$ cat src/rtl/cache_refill_arbiter_if.sv
// AXI4 read-address / read-data channel bundle used between the refill
// arbiter (master) and the top-level AXI read port or a slave model.
//   master : drives arid/araddr/arlen/arsize/arburst/arvalid and rready
//   slave  : drives arready and rdata/rresp/rlast/rvalid
interface cache_refill_arbiter_if #(
    parameter int ADDR_W = 32,
    parameter int DATA_W = 32
);
    logic [3:0]        arid;
    logic [ADDR_W-1:0] araddr;
    logic [7:0]        arlen;
    logic [2:0]        arsize;
    logic [1:0]        arburst;
    logic              arvalid;
    logic              arready;
    logic [DATA_W-1:0] rdata;
    logic [1:0]        rresp;
    logic              rlast;
    logic              rvalid;
    logic              rready;

    modport master (
        output arid, araddr, arlen, arsize, arburst, arvalid, rready,
        input  arready, rdata, rresp, rlast, rvalid
    );

    modport slave (
        input  arid, araddr, arlen, arsize, arburst, arvalid, rready,
        output arready, rdata, rresp, rlast, rvalid
    );
endinterface

$ cat src/rtl/cache_refill_arbiter.sv
// Shares one AXI4 read channel between the ICache and DCache line-refill
// ports. One requester is granted at a time (round-robin on ties), an
// INCR burst of LINE_WORDS beats fetches the aligned line, the beats are
// assembled into a line buffer and handed back with a one-cycle rvalid.
//
// Ports:
//   clk, rst                       clock, synchronous active-high reset
//   icache_ren_i / icache_araddr_i ICache miss request (level) and address
//   icache_rvalid_o / icache_rdata_o  refill pulse and line for ICache
//   dcache_ren_i / dcache_araddr_i DCache miss request (level) and address
//   dcache_rvalid_o / dcache_rdata_o  refill pulse and line for DCache
//   axi                            AXI read channel (master modport)
//   busy_o                         high whenever the FSM is not idle
module cache_refill_arbiter #(
    parameter int         ADDR_W     = 32,
    parameter int         DATA_W     = 32,
    parameter int         LINE_WORDS = 8,
    parameter logic [3:0] ID_I       = 4'd0,
    parameter logic [3:0] ID_D       = 4'd1
) (
    input  logic                         clk,
    input  logic                         rst,
    input  logic                         icache_ren_i,
    input  logic [ADDR_W-1:0]            icache_araddr_i,
    output logic                         icache_rvalid_o,
    output logic [LINE_WORDS*DATA_W-1:0] icache_rdata_o,
    input  logic                         dcache_ren_i,
    input  logic [ADDR_W-1:0]            dcache_araddr_i,
    output logic                         dcache_rvalid_o,
    output logic [LINE_WORDS*DATA_W-1:0] dcache_rdata_o,
    cache_refill_arbiter_if.master       axi,
    output logic                         busy_o
);
    localparam int LINE_W = LINE_WORDS * DATA_W;
    localparam int OFF_W  = $clog2(LINE_W / 8);
    localparam int CNT_W  = $clog2(LINE_WORDS);

    typedef enum logic [1:0] {
        ST_IDLE,
        ST_AR,
        ST_R,
        ST_RESP
    } state_t;

    state_t                   r_state;
    state_t                   w_state_nxt;
    // Current grant and round-robin history share one flop: it is only
    // rewritten on a new grant, so between grants it is the last winner.
    logic                     r_gnt_d;
    logic [ADDR_W-1:OFF_W]    r_tag;
    logic [3:0]               r_id;
    logic [CNT_W-1:0]         r_cnt;
    logic [LINE_W-1:0]        r_line;
    logic                     r_ivalid;
    logic                     r_dvalid;

    logic                     w_grant;
    logic                     w_pick_d;
    logic                     w_beat;
    logic                     w_match_i;
    logic                     w_match_d;
    logic                     w_unused;

    // Response code and in-line offset bits carry no information here.
    assign w_unused = ^{axi.rresp, icache_araddr_i[OFF_W-1:0],
                        dcache_araddr_i[OFF_W-1:0]};

    always_comb begin
        w_state_nxt = r_state;
        w_grant     = 1'b0;
        w_pick_d    = 1'b0;
        w_beat      = (r_state == ST_R) && axi.rvalid;
        w_match_i   = icache_ren_i && (icache_araddr_i[ADDR_W-1:OFF_W] == r_tag);
        w_match_d   = dcache_ren_i && (dcache_araddr_i[ADDR_W-1:OFF_W] == r_tag);
        case (r_state)
            ST_IDLE: begin
                if (icache_ren_i || dcache_ren_i) begin
                    w_grant     = 1'b1;
                    // DCache wins when alone, or on a tie if ICache won last.
                    w_pick_d    = dcache_ren_i && (!icache_ren_i || !r_gnt_d);
                    w_state_nxt = ST_AR;
                end
            end
            ST_AR: begin
                if (axi.arready) begin
                    w_state_nxt = ST_R;
                end
            end
            ST_R: begin
                if (w_beat && axi.rlast) begin
                    w_state_nxt = ST_RESP;
                end
            end
            ST_RESP: begin
                w_state_nxt = ST_IDLE;
            end
            default: begin
                w_state_nxt = ST_IDLE;
            end
        endcase
    end

    always_ff @(posedge clk) begin
        if (rst) begin
            r_state  <= ST_IDLE;
            r_gnt_d  <= 1'b1;
            r_tag    <= '0;
            r_id     <= '0;
            r_cnt    <= '0;
            r_line   <= '0;
            r_ivalid <= 1'b0;
            r_dvalid <= 1'b0;
        end else begin
            r_state  <= w_state_nxt;
            r_ivalid <= 1'b0;
            r_dvalid <= 1'b0;
            if (w_grant) begin
                r_gnt_d <= w_pick_d;
                r_tag   <= w_pick_d ? dcache_araddr_i[ADDR_W-1:OFF_W]
                                    : icache_araddr_i[ADDR_W-1:OFF_W];
                r_id    <= w_pick_d ? ID_D : ID_I;
            end
            if ((r_state == ST_AR) && axi.arready) begin
                r_cnt <= '0;
            end
            if (w_beat) begin
                r_line[r_cnt*DATA_W +: DATA_W] <= axi.rdata;
                r_cnt                          <= r_cnt + 1'b1;
                // The pulse is registered on the last beat so that it lands in
                // the RESP cycle without any combinational path from ren.
                if (axi.rlast) begin
                    r_ivalid <= !r_gnt_d && w_match_i;
                    r_dvalid <=  r_gnt_d && w_match_d;
                end
            end
        end
    end

    assign axi.arid    = r_id;
    assign axi.araddr  = {r_tag, {OFF_W{1'b0}}};
    assign axi.arlen   = 8'(LINE_WORDS - 1);
    assign axi.arsize  = 3'($clog2(DATA_W / 8));
    assign axi.arburst = 2'b01;
    assign axi.arvalid = (r_state == ST_AR);
    assign axi.rready  = (r_state == ST_R);

    assign busy_o          = (r_state != ST_IDLE);
    assign icache_rvalid_o = r_ivalid;
    assign dcache_rvalid_o = r_dvalid;
    assign icache_rdata_o  = r_line;
    assign dcache_rdata_o  = r_line;
endmodule

$ cat src/flat_wrapper.sv
// flat-port wrapper written by rule: the top's interface ports become plain ports
module cache_refill_arbiter_flat 
#(
    parameter int         ADDR_W     = 32,
    parameter int         DATA_W     = 32,
    parameter int         LINE_WORDS = 8,
    parameter logic [3:0] ID_I       = 4'd0,
    parameter logic [3:0] ID_D       = 4'd1
)
  (clk, rst, icache_ren_i, icache_araddr_i, icache_rvalid_o, icache_rdata_o, dcache_ren_i, dcache_araddr_i, dcache_rvalid_o, dcache_rdata_o, busy_o, axi_arid, axi_araddr, axi_arlen, axi_arsize, axi_arburst, axi_arvalid, axi_rready, axi_arready, axi_rdata, axi_rresp, axi_rlast, axi_rvalid);
  cache_refill_arbiter_if #(.ADDR_W(ADDR_W), .DATA_W(DATA_W)) axi_i ();
  input  logic clk;
  input  logic rst;
  input  logic icache_ren_i;
  input  logic [ADDR_W-1:0] icache_araddr_i;
  output logic icache_rvalid_o;
  output logic [LINE_WORDS*DATA_W-1:0] icache_rdata_o;
  input  logic dcache_ren_i;
  input  logic [ADDR_W-1:0] dcache_araddr_i;
  output logic dcache_rvalid_o;
  output logic [LINE_WORDS*DATA_W-1:0] dcache_rdata_o;
  output logic busy_o;
  output wire logic [$bits(axi_i.arid)-1:0] axi_arid;
  output wire logic [$bits(axi_i.araddr)-1:0] axi_araddr;
  output wire logic [$bits(axi_i.arlen)-1:0] axi_arlen;
  output wire logic [$bits(axi_i.arsize)-1:0] axi_arsize;
  output wire logic [$bits(axi_i.arburst)-1:0] axi_arburst;
  output wire logic [$bits(axi_i.arvalid)-1:0] axi_arvalid;
  output wire logic [$bits(axi_i.rready)-1:0] axi_rready;
  input wire logic [$bits(axi_i.arready)-1:0] axi_arready;
  input wire logic [$bits(axi_i.rdata)-1:0] axi_rdata;
  input wire logic [$bits(axi_i.rresp)-1:0] axi_rresp;
  input wire logic [$bits(axi_i.rlast)-1:0] axi_rlast;
  input wire logic [$bits(axi_i.rvalid)-1:0] axi_rvalid;
  assign axi_arid = axi_i.arid;
  assign axi_araddr = axi_i.araddr;
  assign axi_arlen = axi_i.arlen;
  assign axi_arsize = axi_i.arsize;
  assign axi_arburst = axi_i.arburst;
  assign axi_arvalid = axi_i.arvalid;
  assign axi_rready = axi_i.rready;
  assign axi_i.arready = axi_arready;
  assign axi_i.rdata = axi_rdata;
  assign axi_i.rresp = axi_rresp;
  assign axi_i.rlast = axi_rlast;
  assign axi_i.rvalid = axi_rvalid;
  cache_refill_arbiter #(.ADDR_W(ADDR_W), .DATA_W(DATA_W), .LINE_WORDS(LINE_WORDS), .ID_I(ID_I), .ID_D(ID_D)) u_core (.clk(clk), .rst(rst), .icache_ren_i(icache_ren_i), .icache_araddr_i(icache_araddr_i), .icache_rvalid_o(icache_rvalid_o), .icache_rdata_o(icache_rdata_o), .dcache_ren_i(dcache_ren_i), .dcache_araddr_i(dcache_araddr_i), .dcache_rvalid_o(dcache_rvalid_o), .dcache_rdata_o(dcache_rdata_o), .axi(axi_i), .busy_o(busy_o));
endmodule
$ cat config.mk
export PLATFORM = sky130hd
export DESIGN_NAME = cache_refill_arbiter_flat
export DESIGN_NICKNAME = d
export VERILOG_FILES = /design/src/rtl/cache_refill_arbiter_if.sv /design/src/rtl/cache_refill_arbiter.sv /design/src/flat_wrapper.sv
export SDC_FILE = /design/constraint.sdc
export NUM_CORES = 1
export LEC_CHECK = 0
export CORE_AREA = 2 2 262 264
export CTS_CLUSTER_SIZE = 28
export DETAILED_ROUTE_END_ITERATION = 7
export DIE_AREA = 0 0 264 266
export DONT_BUFFER_PORTS = 1
export PLACE_DENSITY = 0.41
export SETUP_SLACK_MARGIN = 0.15
export SYNTH_ARGS = -nofsm -noshare
export SYNTH_HDL_FRONTEND = slang
export SYNTH_SLANG_ARGS = --single-unit
$ cat constraint.sdc
create_clock -name clk -period 2.6 [get_ports clk]
set_input_delay 0.26 -clock clk [delete_from_list [all_inputs] [get_ports clk]]
set_output_delay 0.26 -clock clk [all_outputs]
set_load 0.005 [all_outputs]
; Word-level counts from Yosys, hierarchy flattened
; Index checks and enable logic that the tools add are counted.
[word_totals]
output_inout_bits = 566
ff_bits = 295
[op_classes]
eq_ne = 8
n_addsub = 2
muxes = 13
reduce_logical = 17
bitwise = 2
shifts = 2
[op_table]
columns = operator, n
row1 = $bwmux 256, 1
row2 = $shift 32x34->256 const A, 1
row3 = $shiftx 32x34->256, 1
row4 = $eq 27x27->1, 2
row5 = $neg 8->34, 1
row6 = $mux 27, 1
row7 = $logic_and 1x1->1, 8
row8 = $pmux 2 s4, 1
row9 = $mux 2, 3
row10 = $mux 3, 2
row11 = $ne 2x1->1 const B, 3
row12 = $mux 1, 5
row13 = $eq 2x2->1 const B, 2
row14 = $reduce_bool 2->1, 2
row15 = $add 3x1->3 const B, 1
row16 = $reduce_and 3->1, 1
row17 = $reduce_or 3->1, 1
row18 = $eq 2x1->1 const B, 1
row19 = $logic_not 1->1, 2
row20 = $logic_not 2->1, 1
row21 = $logic_or 1x1->1, 2
row22 = $not 1->1, 2

; Logic depth before layout (Yosys ltp)
[depth]
depth_word = 6
ltp_mapped = 11
ltp_nobuf = 7

; Worst setup path before layout
; OpenSTA, ideal clock, no wires.
[synth_path]
path_kind = reg2reg
start = reg u_core.r_cnt[0]
end = reg u_core.r_line[12], in the netlist u_core.dcache_rdata_o[12]
t_arrival_ns = 2.183
required_time_ns = 2.472
slack_ns = 0.289
period_less_slack_ns = 2.311
path_stages_with_launch = 11
setup_time_ns = 0.128
cell_sequence = dfxtp_1 > buf_2 > inv_1 > ha_1 > ha_1 > buf_2 > nor4b_1 > nand4_1 > buf_2 > mux2i_1 > nor2_1
[synth_between]
elab_chain_len = 3
elab_cells_between_ends = 4
[synth_lines]
columns = item, line_no
row1 = start: declaration, cache_refill_arbiter.sv:52  ; logic [CNT_W-1:0] r_cnt;
row2 = start signal: assignment, cache_refill_arbiter.sv:128  ; r_cnt <= r_cnt + 1'b1;
row3 = $neg 8->34 *, cache_refill_arbiter.sv:127  ; r_line[r_cnt*DATA_W +: DATA_W] <= axi.rdata;
row4 = $shiftx 32x34->256 / $shift 32x34->256 (equally long branches), cache_refill_arbiter.sv:127
row5 = $bwmux 256 *, cache_refill_arbiter.sv:127
row6 = end signal: indexed assignment, cache_refill_arbiter.sv:127
row7 = end: declaration, cache_refill_arbiter.sv:53  ; logic [LINE_W-1:0] r_line;
; Every way passes the cells marked *; elsewhere a longest branch is shown, timed or not.
; A chain may end at the register's enable or synchronous reset.

; Worst setup path after layout
[layout_path]
start = reg u_core.r_cnt[1]
end = reg u_core.r_line[224], in the netlist u_core.dcache_rdata_o[224]
; The elaborated chain is that of the path after synthesis.

==> results.ini <==
[global_routing]
track_usage=0.1507
met2_usage=0.2595
grt_overflow=0
grtUsageMet3=0.04667
grt_pass1_wl_um=77760
antenna_found_initial=5
grt_pass1_vias=10446
grt_max_degree=296
met1_usage=0.1780
top_usage_layer=met2

[clock_network]
cts_max_level=2
numCtsBuffers=37
insertion_delay_ps=550
root_buffer=clkbuf_16
cts_sinks=292
clockBufferDepth=3
cts_tree=built
clkTransAtPathRegs_ps=60

[sta]
period_share=0.9047
min_period_ps=2352
worstMarginPinSlew_ps=898.0
slew_violations=0
max-slew-margin-rel=0.3993
setup_viol=0
rsz0062_at_grt=yes
fmax_ghz=0.4251
hold_viol=96
finalSetupTns_ps=0
hold_slack_ps=-189.5
finClkSkew_ps=23.49

[worst_setup_path]
critPathCaptureType=flop
worst-path-stages=7
path_cells=inv_1 > ha_1 > ha_1 > buf_4 > or3_2 > buf_4 > o41ai_2
crit_arrival_ps=2800
critical-path-top-delay-family=buffers and inverters
reg2regPathDepth=7
critPathMaxFanout=20
path_buf_inv=3
crit_type=flop to flop
critical-path-max-stage-delay_ps=530
worst_setup_path_start_kind=flop
crit_slowest_cell=or3_2
worstPathRequired_ps=3050

[placement]
port_buffers=0
dpl.hpwl_um=37400
gp_congestion=0.8177

[synth]
synth-simple-area-share=0.1973
seq_area_frac_synth=0.4193
synthArstFlopShare=0
synth_top_family_by_area=simple AND/OR/NAND/NOR gates
syn_area_per_cell_um2=8.269
synth_xor_area_frac=0.03393
synth_ff_type=dfxtp_1
syn-cell-area_um2=13940
synth_compound_area_frac=0.1025
yosysUniqueCellTypes=45
synth_top_area_frac=0.4193
synth_edf_count=0
muxShareOfSynthArea=0.04308
synth-seq-cells=292
synth.most_common_cell=dfxtp_1
netlist_top_cells_area=dfxtp_1 42%, buf_4 15%, nand3_1 7.1%
synth_adder_area_share=0.007180
syn_inst=1686
yosysTopAreaCell=dfxtp_1
synth_warnings=0
synth_commonest_cells=292 x dfxtp_1, 279 x buf_4, 199 x nand3_1

[cells_and_area]
fillerInstances=7427
area_growth_pct=10.13
nNetsFinal=1576
drive_gt1_frac=0.08786

[die]
initial_core_util=0.2058
io_pins=671
fp.dieW_um=264
die_area_um2=70220
die_h_um=266
fp-row-count=96
core_um2=67750

[drt]
vias=10899
via_per_inst=4.591
drc=0
drt-initial-drc-count=790
ant_nets=0
routedWlPerCell_um=23.48
firstDrtPassIters=5
drt_wl_total_um=55740

[power_and_ir_drop]
p_leak_nw=5.168
p_seq_frac=0.411
comb_power_share=0.154
p_switching_mw=3.475
clkPwrFrac=0.436
p_per_area_nw_per_um2=797.8
power.internal_mw=8.774
vdd_drop_max_mv=0.3906
swShare=0.2837

[status]
violations=hold timing
outcome=complete, but fails checks

[hold_path]
min_path_type=input pin to flop
whs_path_depth=1

[job]
cap_violations=0

[layer usage]
layer	part of all wire	wire [um]
met5	0.00023	13
met4	0.028	1549
met3	0.080	4461
met2	0.49	27360
met1	0.40	22360
[through the flow]
stage | setup slack, ps | power, mW | util | instances | area (um2)
5_1_grt | 122.3 | 12.82 | 0.2266 | 2374 | 15350
4_1_cts | 166.1 | 12.38 | 0.2252 | 2368 | 15250
2_1_floorplan | 289.4 | 6.232 | - | 1705 | 14010
3_3_place_gp | 128.8 | 6.541 | 0.1917 | 2199 | 12990
3_5_place_dp | 87.44 | 6.581 | 0.1917 | 2199 | 12990
6_report | 247.8 | 12.25 | 0.2266 | 2374 | 15350
[what timing repair did]
| action | in CTS | in global routing |
|---|---|---|
| setup buffers | 1 | 4 |
| hold endpoints to repair | 292 | 175 |
| gates cloned | 0 | 0 |
| endpoints found under the setup margin | 52 | 151 |
| resized for setup | 1 | 14 |
| pin swaps | 1 | 1 |
| hold buffers | 101 | 1 |
[layout make-up]
cell class	count	area, um2	share of cell area
diodes	1	2.502	0.0001630
clock buffers	55	1086	0.07074
clock inverters	12	161.4	0.01051
inverters	8	30.03	0.001956
multi-input cells	976	5570	0.3628
flip-flops and latches	292	5846	0.3807
well taps	882	1104	0.07188
repair buffers	148	1554	0.1012
[flip-flops by register name (all words and copies together), names as in the netlist]
register,cells
u_core.dcache_rdata_o,256
u_core.axi.arid,1
u_core.dcache_rvalid_o,1
u_core.r_tag,27
u_core.r_state,2
u_core.icache_rvalid_o,1
u_core.r_gnt_d,1
u_core.r_cnt,3
[layout by cell type (no fill, tap or decap), drive strengths merged, types with 2 or more instances in the layout]
cell         count
a211oi          28
a21oi          178
and2             2
and3             2
buf             46
bufinv           3
clkbuf          55
clkinv           4
clkinvlp         3
conb            21
dfxtp          292
dlygate4sd3    102
ha               8
inv             10
mux2i           60
nand2          184
nand2b          34
nand3          199
nand3b          21
nand4           25
nor2            74
nor3             5
nor3b            3
nor4            11
o21ai           45
o31ai            7
or2              2
or3              4
xnor2           21
xor2            33
[power groups by stage]
stage	registers, mW	clock network (mW)	logic [mW]
6_report	5.03	5.34	1.88
5_1_grt	5.06	5.70	2.05
4_1_cts	5.03	5.52	1.83
3_5_place_dp	5.13	0	1.45
3_3_place_gp	5.12	0	1.42
2_1_floorplan	5.01	0	1.22
[worst paths after layout]
path,start,to,slack [ps]
setup / recovery,u_core.r_cnt[1],u_core.dcache_rdata_o[224],250
hold reg to reg,u_core.dcache_rdata_o[69],u_core.dcache_rdata_o[69],500
hold / removal,rst,u_core.dcache_rdata_o[50],-190
setup reg to reg,u_core.r_cnt[1],u_core.dcache_rdata_o[224],250
[worst register-to-register path, delay by kind of cell, from the launching register on]
family,cells,cell delay (ps)
buffers and inverters,3,530
AND/OR/NAND/NOR,1,530
adder cells (fa/ha/maj),2,520
flip-flops,1,380
AO/OA/AOI/OAI,1,290
[cells by family after synthesis]
| logic type | after synthesis |
|---|---|
| AND/OR/NAND/NOR | 570 |
| buffers and inverters | 437 |
| flip-flops | 292 |
| AO/OA/AOI/OAI | 263 |
| multiplexers | 60 |
| XOR/XNOR | 54 |
| adder cells (fa/ha/maj) | 8 |
| other | 2 |
(Power assumes the default switching activity.)
